### src/rtl/cpu_run_ctrl.sv
// Run/step controller for the KGP-RISC core: stretches the core reset and
// issues a registered per-cycle clock enable for the halt, free-run, single-step and run-N modes.
module cpu_run_ctrl #(
    parameter int RST_CYCLES = 4,
    parameter int CNT_W      = 16,
    parameter int PC_W       = 32
) (
    input  logic             clk,
    input  logic             rst,
    input  logic [1:0]       mode,
    input  logic             start,
    input  logic             step_req,
    input  logic             halt_req,
    input  logic [CNT_W-1:0] run_len,
    input  logic [PC_W-1:0]  pc,
    input  logic             bp_en,
    input  logic [PC_W-1:0]  bp_addr,
    output logic             cpu_rst,
    output logic             cpu_ce,
    output logic             busy,
    output logic             done,
    output logic             bp_hit,
    output logic [CNT_W-1:0] cycles
);
    localparam int RCW = (RST_CYCLES < 2) ? 1 : $clog2(RST_CYCLES + 1);

    typedef enum logic [2:0] {
        S_RESET,
        S_IDLE,
        S_FREE,
        S_STEP,
        S_RUN
    } state_t;

    state_t           state_reg, state_next;
    logic [RCW-1:0]   rst_cnt_reg, rst_cnt_next;
    logic [CNT_W-1:0] rem_reg, rem_next;
    logic [CNT_W-1:0] cyc_reg, cyc_next;
    logic             ce_reg, ce_next;
    logic             done_reg, done_next;
    logic             bp_reg, bp_next;
    logic             bp_cond;

    always_ff @(posedge clk or posedge rst) begin
        if (rst) begin
            state_reg   <= S_RESET;
            rst_cnt_reg <= RCW'(RST_CYCLES);
            rem_reg     <= '0;
            cyc_reg     <= '0;
            ce_reg      <= 1'b0;
            done_reg    <= 1'b0;
            bp_reg      <= 1'b0;
        end else begin
            state_reg   <= state_next;
            rst_cnt_reg <= rst_cnt_next;
            rem_reg     <= rem_next;
            cyc_reg     <= cyc_next;
            ce_reg      <= ce_next;
            done_reg    <= done_next;
            bp_reg      <= bp_next;
        end
    end

    // Breakpoint only qualifies on a cycle the core actually executes.
    assign bp_cond = ce_reg && bp_en && (pc == bp_addr);

    always_comb begin
        state_next   = state_reg;
        rst_cnt_next = rst_cnt_reg;
        rem_next     = rem_reg;
        cyc_next     = cyc_reg;
        ce_next      = 1'b0;
        done_next    = 1'b0;
        bp_next      = bp_reg;

        if (ce_reg && (cyc_reg != {CNT_W{1'b1}})) begin
            cyc_next = cyc_reg + CNT_W'(1);
        end

        unique case (state_reg)
            S_RESET: begin
                if (rst_cnt_reg <= RCW'(1)) begin
                    state_next = S_IDLE;
                end else begin
                    rst_cnt_next = rst_cnt_reg - RCW'(1);
                end
            end
            S_IDLE: begin
                if (start && !halt_req) begin
                    cyc_next = '0;
                    bp_next  = 1'b0;
                    unique case (mode)
                        2'd1: begin
                            state_next = S_FREE;
                            ce_next    = 1'b1;
                        end
                        2'd2: state_next = S_STEP;
                        2'd3: begin
                            if (run_len == '0) begin
                                done_next = 1'b1;
                            end else begin
                                state_next = S_RUN;
                                ce_next    = 1'b1;
                                rem_next   = run_len - CNT_W'(1);
                            end
                        end
                        default: ;
                    endcase
                end
            end
            S_FREE, S_STEP, S_RUN: begin
                if (halt_req) begin
                    state_next = S_IDLE;
                    done_next  = 1'b1;
                end else if (bp_cond) begin
                    state_next = S_IDLE;
                    done_next  = 1'b1;
                    bp_next    = 1'b1;
                end else if (state_reg == S_FREE) begin
                    ce_next = 1'b1;
                end else if (state_reg == S_RUN) begin
                    // rem counts enables still to issue after the current one
                    if (rem_reg == '0) begin
                        state_next = S_IDLE;
                        done_next  = 1'b1;
                    end else begin
                        ce_next  = 1'b1;
                        rem_next = rem_reg - CNT_W'(1);
                    end
                end else begin
                    ce_next = step_req && !ce_reg;
                end
            end
            default: state_next = S_RESET;
        endcase
    end

    assign cpu_rst = (state_reg == S_RESET);
    assign busy    = (state_reg == S_FREE) || (state_reg == S_STEP) || (state_reg == S_RUN);
    assign cpu_ce  = ce_reg;
    assign done    = done_reg;
    assign bp_hit  = bp_reg;
    assign cycles  = cyc_reg;
endmodule

### config.mk
export PLATFORM = sky130hd
export DESIGN_NAME = cpu_run_ctrl
export DESIGN_NICKNAME = d
export VERILOG_FILES = /design/src/rtl/cpu_run_ctrl.sv
export SDC_FILE = /design/constraint.sdc
export NUM_CORES = 1
export LEC_CHECK = 0
export ABC_AREA = 0
export CAP_MARGIN = 20
export CORE_MARGIN = 5
export CORE_UTILIZATION = 50
export DETAILED_ROUTE_END_ITERATION = 10
export HOLD_SLACK_MARGIN = 0.1
export PLACE_DENSITY = 0.87
export SLEW_MARGIN = 20
export SYNTH_ARGS = -nofsm -noshare
export SYNTH_HDL_FRONTEND = slang
export SYNTH_SLANG_ARGS = --single-unit
### constraint.sdc
create_clock -name clk -period 6.7 [get_ports clk]
set_input_delay 1.34 -clock clk [delete_from_list [all_inputs] [get_ports clk]]
set_output_delay 1.34 -clock clk [all_outputs]
set_load 0.01 [all_outputs]
==> impl_metrics.py, run 1 <==
metrics = {
    "worst_setup_path": {
        "cp-startpoint": "state_reg[1]",
        "crit_fanout": 29,
        "worstPathCellList": "nor2b_1 > nor2_1 > inv_1 > clkdlybuf4s50_1",
        "reg2reg_slack_ns": 2.78,
        "critPathMaxStageDelay_ns": 0.73,
        "cp.depth": 4,
        "cp.required_ns": 5.36,
        "critPathTopFamily": "buffers and inverters",
        "reg2reg_to": "rem_reg[14]",
        "crit_path_top_delay_cell": "inv_1",
        "cp_num_buf_inv": 2,
        "cp-endpoint": "busy",
        "cp-end-kind": "primary output",
        "worstReg2RegStart": "state_reg[1]",
        "r2r_cells": 12,
        "crit_arrival_ns": 2.99,
        "startpoint_type": "flop",
        "path_class": "reg2out",
    },
    "timing": {
        "rsz0062_at_grt": "false",
        "fin_skew_ns": 0.00810,
        "slew_viol_final": 0,
        "max_freq_ghz": 0.231,
        "hold_slack_ns": 0.507,
        "setup_viol": 0,
        "finalCriticalPeriod_ns": 4.33,
        "fin_crit_sh_pct": 64.6,
        "hold_violations": 0,
        "setup-tns-final_ns": 0,
        "tightest_slew_ns": 0.967,
        "slew_headroom_pct": 35.5,
    },
    "global_routing": {
        "grt_max_degree": 42,
        "grt_pass1_vias": 3100,
        "grt_usage_pct": 23.3,
        "grt_first_pass_wirelength_um": 14500,
        "antenna_found_initial": 0,
        "grt_overflow_total": 0,
    },
    "detailed_routing": {
        "wl_met2_um": 4400,
        "wirelength_met1_um": 3760,
        "top_layer_used": "met4",
        "dr_wl_met3_um": 1090,
        "firstDrtPassIters": 5,
        "wire_per_inst_um": 16.8,
        "vias": 3315,
        "vias_per_cell": 5.94,
        "drc": 0,
        "wl_um": 9400,
        "drtAntennaViolNets": 0,
        "drt_iter0_markers": 247,
    },
    "synth": {
        "syn_area_per_cell_um2": 8.35,
        "synth-async-reset-ratio_pct": 100,
        "synth_top_cell_area_share_pct": 31.8,
        "synth-seq-cells": 41,
        "yosys.area.top_type": "dfrtp_1",
        "ys.warnings.count": 0,
        "yosysMostFrequentCell": "nor2_1",
        "syn-cell-area_um2": 3150,
        "ys_seq_area_share_pct": 32.6,
        "syn_nets": 469,
        "synthTopCellsByArea": "dfrtp_1 32%, xor2_1 7.8%, nor2_1 4.9%",
        "synth_cells": 377,
        "synth_common_cells": "41 x nor2_1, 40 x dfrtp_1, 29 x nand2_1",
        "ys_types": 62,
        "synth_flop_cell": "dfrtp_1",
        "synth_edf_count": 0,
    },
    "flow_run": {
        "drv_cap": 0,
    },
    "cells_and_area": {
        "drive_above_1_share_pct": 5.61,
        "nets": 572,
        "multi_input_area_um2": 2000,
        "fin_cells": 558,
        "seqCellArea_um2": 1030,
        "diodes": 0,
        "syn_to_final_growth_pct": 40.6,
        "nFillCells": 485,
    },
    "place": {
        "dp_hpwl_um": 7380,
        "port_buffers": 108,
        "placedCellCount": 550,
        "gp_congestion": 0.910,
    },
    "clocking": {
        "clk_path_buf_depth": 2,
        "cts_resized": 0,
        "cts_buffers": 5,
        "cts.hold.buffers_added": 0,
        "post_cts.repair.setup_buffers": 0,
        "tritoncts": "yes",
        "insertion_delay_ns": 0.30,
        "htree_levels": 2,
        "clkTransAtPathRegs_ns": 0.09,
        "cts_num_sinks": 41,
        "root_buffer": "clkbuf_8",
    },
    "power": {
        "pwr-share-comb_pct": 46.2,
        "clkPwrFrac_pct": 20.6,
        "seq_power_share_pct": 33.2,
        "p_leak_nw": 1.76,
        "p_sw_w": 0.000470,
        "ir_drop_uv": 202,
        "power_density_nw_per_um2": 269,
        "internal_power_w": 0.000723,
        "p_sw_share_pct": 39.4,
    },
    "die": {
        "placementRows": 29,
        "core-area_um2": 6240,
        "start_util_pct": 50.4,
        "die_y_um": 89.3,
        "io_pins": 109,
        "fp.dieW_um": 89.3,
        "die-area_um2": 7980,
    },
    "min_path": {
        "hold_depth": 1,
        "hold_class": "reg2reg",
    },
    "run_status": {
        "status": "finished clean",
    },
}
## cell usage in the layout (no fill, tap or decap), types with 3 or more instances in the layout
cell             count
o22ai_1              5
mux2_2               3
and3_1               5
inv_1               18
ha_1                 4
or3_1                8
clkbuf_8             5
o31ai_1              4
o2111a_1             3
nand4_1             11
o31a_1               5
o22a_1               3
xnor2_1             10
nor2b_1              7
o21ai_0             24
nand2_1             29
mux2i_1              5
nor3b_1              4
clkdlybuf4s50_1    108
nand2b_1            11
nor2_1              41
nor3_1              12
xor2_1              28
nor4_1               6
dfrtp_1             40
a31oi_1              4
nand3_1              9
a21oi_1             17
or4_1               10
## metal layers
metal	GRT usage, %	vias to the layer above
li1	-	1590
met3	4.88	13
met4	6.09	0
met2	40.3	164
met1	29.6	1548
met5	0	-
## power groups by stage
| stage | Sequential [W] | Clock [W] | Combinational [W] |
|---|---|---|---|
| 6_report | 0.000396 | 0.000245 | 0.000552 |
| 3_5_place_dp | 0.000395 | 0 | 0.000545 |
| 4_1_cts | 0.000393 | 0.000249 | 0.000547 |
| 2_1_floorplan | 0.000376 | 0 | 0.000372 |
| 3_3_place_gp | 0.000393 | 0 | 0.000525 |
| 5_1_grt | 0.000403 | 0.000259 | 0.000602 |
## through the flow
stage | util (%) | total power, W | setup slack (ns) | area (um2)
after floorplan | - | 0.000748 | 3.12 | 3150
after global placement | 68.6 | 0.000918 | 2.64 | 4280
after detailed placement | 68.7 | 0.000941 | 2.54 | 4290
after CTS | 70.9 | 0.00119 | 2.44 | 4430
after global routing | 70.9 | 0.00126 | 2.24 | 4430
final | 70.9 | 0.00119 | 2.37 | 4430
## worst register-to-register path: cells and delay by family (launching register included)
kind	cells	cell delay (ns)
muxes	1	0.22
DFF	1	0.51
buffers and inverters	1	0.25
and+or+nand+nor	4	1.33
AOI/OAI and AO/OA	5	1.24
adders and majority gates	1	0.24
## layout make-up
class,count,share of cell area (%)
Tap cell,77,2.18
Inverter,18,1.53
Timing Repair Buffer,110,24.8
Multi-Input combinational cell,304,45.2
Clock buffer,5,1.55
Sequential cell,41,23.2
Clock inverter,3,1.55
## worst min path at each step
stage | from | to | slack, ns
after detailed placement | rst_cnt_reg[2] | rst_cnt_reg[2] | 0.49
final | rst_cnt_reg[2] | rst_cnt_reg[2] | 0.51
after floorplan | rst_cnt_reg[1] | rst_cnt_reg[1] | 0.45
after global placement | rst_cnt_reg[1] | rst_cnt_reg[1] | 0.47
after global routing | rst_cnt_reg[2] | rst_cnt_reg[2] | 0.52
after CTS | rst_cnt_reg[2] | rst_cnt_reg[2] | 0.51
## kinds of logic (layout without fill, tap and decap cells)
family                   Yosys count  after routing  share of synthesized area (%)
AND/OR/NAND/NOR                  166            166                           28.4
AO/OA/AOI/OAI                     87             87                           19.6
flip-flops                        41             41                           32.6
XOR/XNOR                          38             38                           10.6
buffers and inverters             32            136                           4.13
multiplexers                       9              9                           3.14
adder cells (fa/ha/maj)            4              4                           1.59
Note: power is estimated with default switching activity, not from simulation.
==> inputs of run 2 (changes only) <==
CORE_UTILIZATION = 46   (was 50)
PLACE_DENSITY = 0.81   (was 0.87)
clock period = 4.2 ns   (was 6.7 ns; I/O delays follow)
==> run 2 against run 1 <==
Effect of this change: count of clock-buffer cells in the layout increased by 1; largest power group unchanged; register-to-register slack got worse by 2.2 ns; critical endpoint is now rem_reg[14]; clock power increased by 31%; sequential share of layout area about the same; highest routed layer unchanged.
==> impl_metrics.py, run 2 (synthesis results as in run 1) <==
metrics = {
    "clocking": {
        "clk_path_buf_depth": 2,
        "htree_levels": 2,
        "cts.hold.buffers_added": 0,
        "clkTransAtPathRegs_ns": 0.08,
        "cts_buffers": 5,
        "cts_num_sinks": 41,
        "insertion_delay_ns": 0.30,
        "tritoncts": "yes",
        "cts_resized": 0,
        "post_cts.repair.setup_buffers": 0,
        "root_buffer": "clkbuf_8",
    },
    "die": {
        "io_pins": 109,
        "die-area_um2": 8600,
        "placementRows": 30,
        "core-area_um2": 6720,
        "start_util_pct": 46.9,
        "fp.dieW_um": 92.7,
        "die_y_um": 92.7,
    },
    "detailed_routing": {
        "drc": 0,
        "wire_per_inst_um": 16.1,
        "drtAntennaViolNets": 0,
        "drt_iter0_markers": 163,
        "vias": 3284,
        "wl_um": 9110,
        "firstDrtPassIters": 5,
        "vias_per_cell": 5.81,
    },
    "global_routing": {
        "grtUsageMet2_pct": 37.8,
        "grt_first_pass_wirelength_um": 14800,
        "grt_max_degree": 28,
        "grt_pass1_vias": 3227,
        "grtUsageMet1_pct": 26.2,
        "grt_use_met3_pct": 4.06,
        "grt_usage_pct": 21.3,
        "antenna_found_initial": 0,
        "grt_overflow_total": 0,
        "grt-busiest-layer": "met2",
    },
    "timing": {
        "fin_crit_sh_pct": 86.1,
        "setup_viol": 0,
        "setup-tns-final_ns": 0,
        "slew_viol_final": 0,
        "fin_skew_ns": 0.0113,
        "max_freq_ghz": 0.277,
        "slew_headroom_pct": 43.4,
        "rsz0062_at_grt": "false",
        "hold_violations": 0,
        "finalCriticalPeriod_ns": 3.61,
        "tightest_slew_ns": 0.849,
    },
    "worst_setup_path": {
        "cp.required_ns": 4.37,
        "cp-end-kind": "flop",
        "reg2reg_slack_ns": 0.59,
        "reg2reg_to": "rem_reg[14]",
        "crit_arrival_ns": 3.79,
        "r2r_cells": 11,
        "worstReg2RegStart": "state_reg[1]",
        "crit_fanout": 9,
        "path_class": "reg2reg",
        "startpoint_type": "flop",
    },
    "cells_and_area": {
        "syn_to_final_growth_pct": 40.5,
        "fin_cells": 565,
        "nets": 576,
        "final_common_cell": "clkdlybuf4s50_1",
        "drive_above_1_share_pct": 6.19,
        "final_cell_mix": "108 x clkdlybuf4s50_1, 41 x nor2_1, 40 x dfrtp_1, 29 x nand2_1, 28 x xor2_1",
        "diodes": 0,
    },
    "min_path": {
        "hold_start": "rst_cnt_reg[2]",
        "hold_depth": 1,
        "holdPathEnd": "rst_cnt_reg[2]",
        "hold_class": "reg2reg",
    },
    "place": {
        "dp_hpwl_um": 7260,
        "port_buffers": 108,
        "gp_congestion": 0.894,
        "placedCellCount": 557,
    },
    "power": {
        "p_leak_nw": 1.77,
        "power_density_nw_per_um2": 419,
        "ir_drop_uv": 298,
    },
    "flow_run": {
        "drv_cap": 0,
    },
    "run_status": {
        "status": "finished clean",
    },
}
==> run 2: layout make-up <==
cell class                      count  area, um2
Fill cell                         568       2290
Multi-Input combinational cell    304       2000
Timing Repair Buffer              114       1130
Clock inverter                      2       35.0
Inverter                           18       67.6
Clock buffer                        6       72.6
Tap cell                           80        100
Sequential cell                    41       1030
==> run 2: where the power goes <==
| part | total [W] | switching [W] | internal, W |
|---|---|---|---|
| Combinational | 0.000902 | 0.000467 | 0.000435 |
| Clock | 0.000322 | 0.000145 | 0.000177 |
| Sequential | 0.000630 | 0.000130 | 0.000500 |
==> run 2: how the worst max path moves through the flow <==
stage	slack, ns	startpoint	to	depth (start not counted)
CTS	0.63	state_reg[1]	rem_reg[14]	11
global route	0.31	state_reg[1]	rem_reg[14]	11
finish	0.59	state_reg[1]	rem_reg[14]	11
detailed placement	0.47	run_len[0]	rem_reg[14]	10
global placement	0.62	run_len[0]	rem_reg[14]	10
floorplan	0.62	state_reg[1]	rem_reg[14]	15
==> run 2: metrics by stage <==
step | area, um2 | total power (W) | hold slack (ns) | setup slack [ns] | util, %
after floorplan | 3150 | 0.00119 | 0.450 | 0.617 | -
after global placement | 4320 | 0.00150 | 0.468 | 0.618 | 64.2
after detailed placement | 4320 | 0.00153 | 0.482 | 0.465 | 64.2
after CTS | 4420 | 0.00185 | 0.491 | 0.627 | 65.8
after global routing | 4420 | 0.00198 | 0.499 | 0.310 | 65.8
final | 4420 | 0.00185 | 0.492 | 0.586 | 65.8
==> run 2: routing by layer <==
| metal | wire length (um) | part of all wire (%) | up-vias |
|---|---|---|---|
| li1 | - | - | 1591 |
| met1 | 3640 | 40 | 1543 |
| met2 | 4580 | 50 | 134 |
| met3 | 733 | 8.1 | 16 |
| met4 | 143 | 1.6 | 0 |
| met5 | 0 | 0 | - |
==> run 2: worst max-delay path: stages (launching register included) <==
cell and delay (ns):
dfrtp_1 0.48, nor3b_2 0.43, nor2_1 0.20, mux2i_1 0.25
ha_1 0.25, nor3b_1 0.31, and4_1 0.32, o211ai_1 0.25
a2111oi_2 0.58, a31oi_1 0.15, o21ai_0 0.15, o21ai_0 0.10
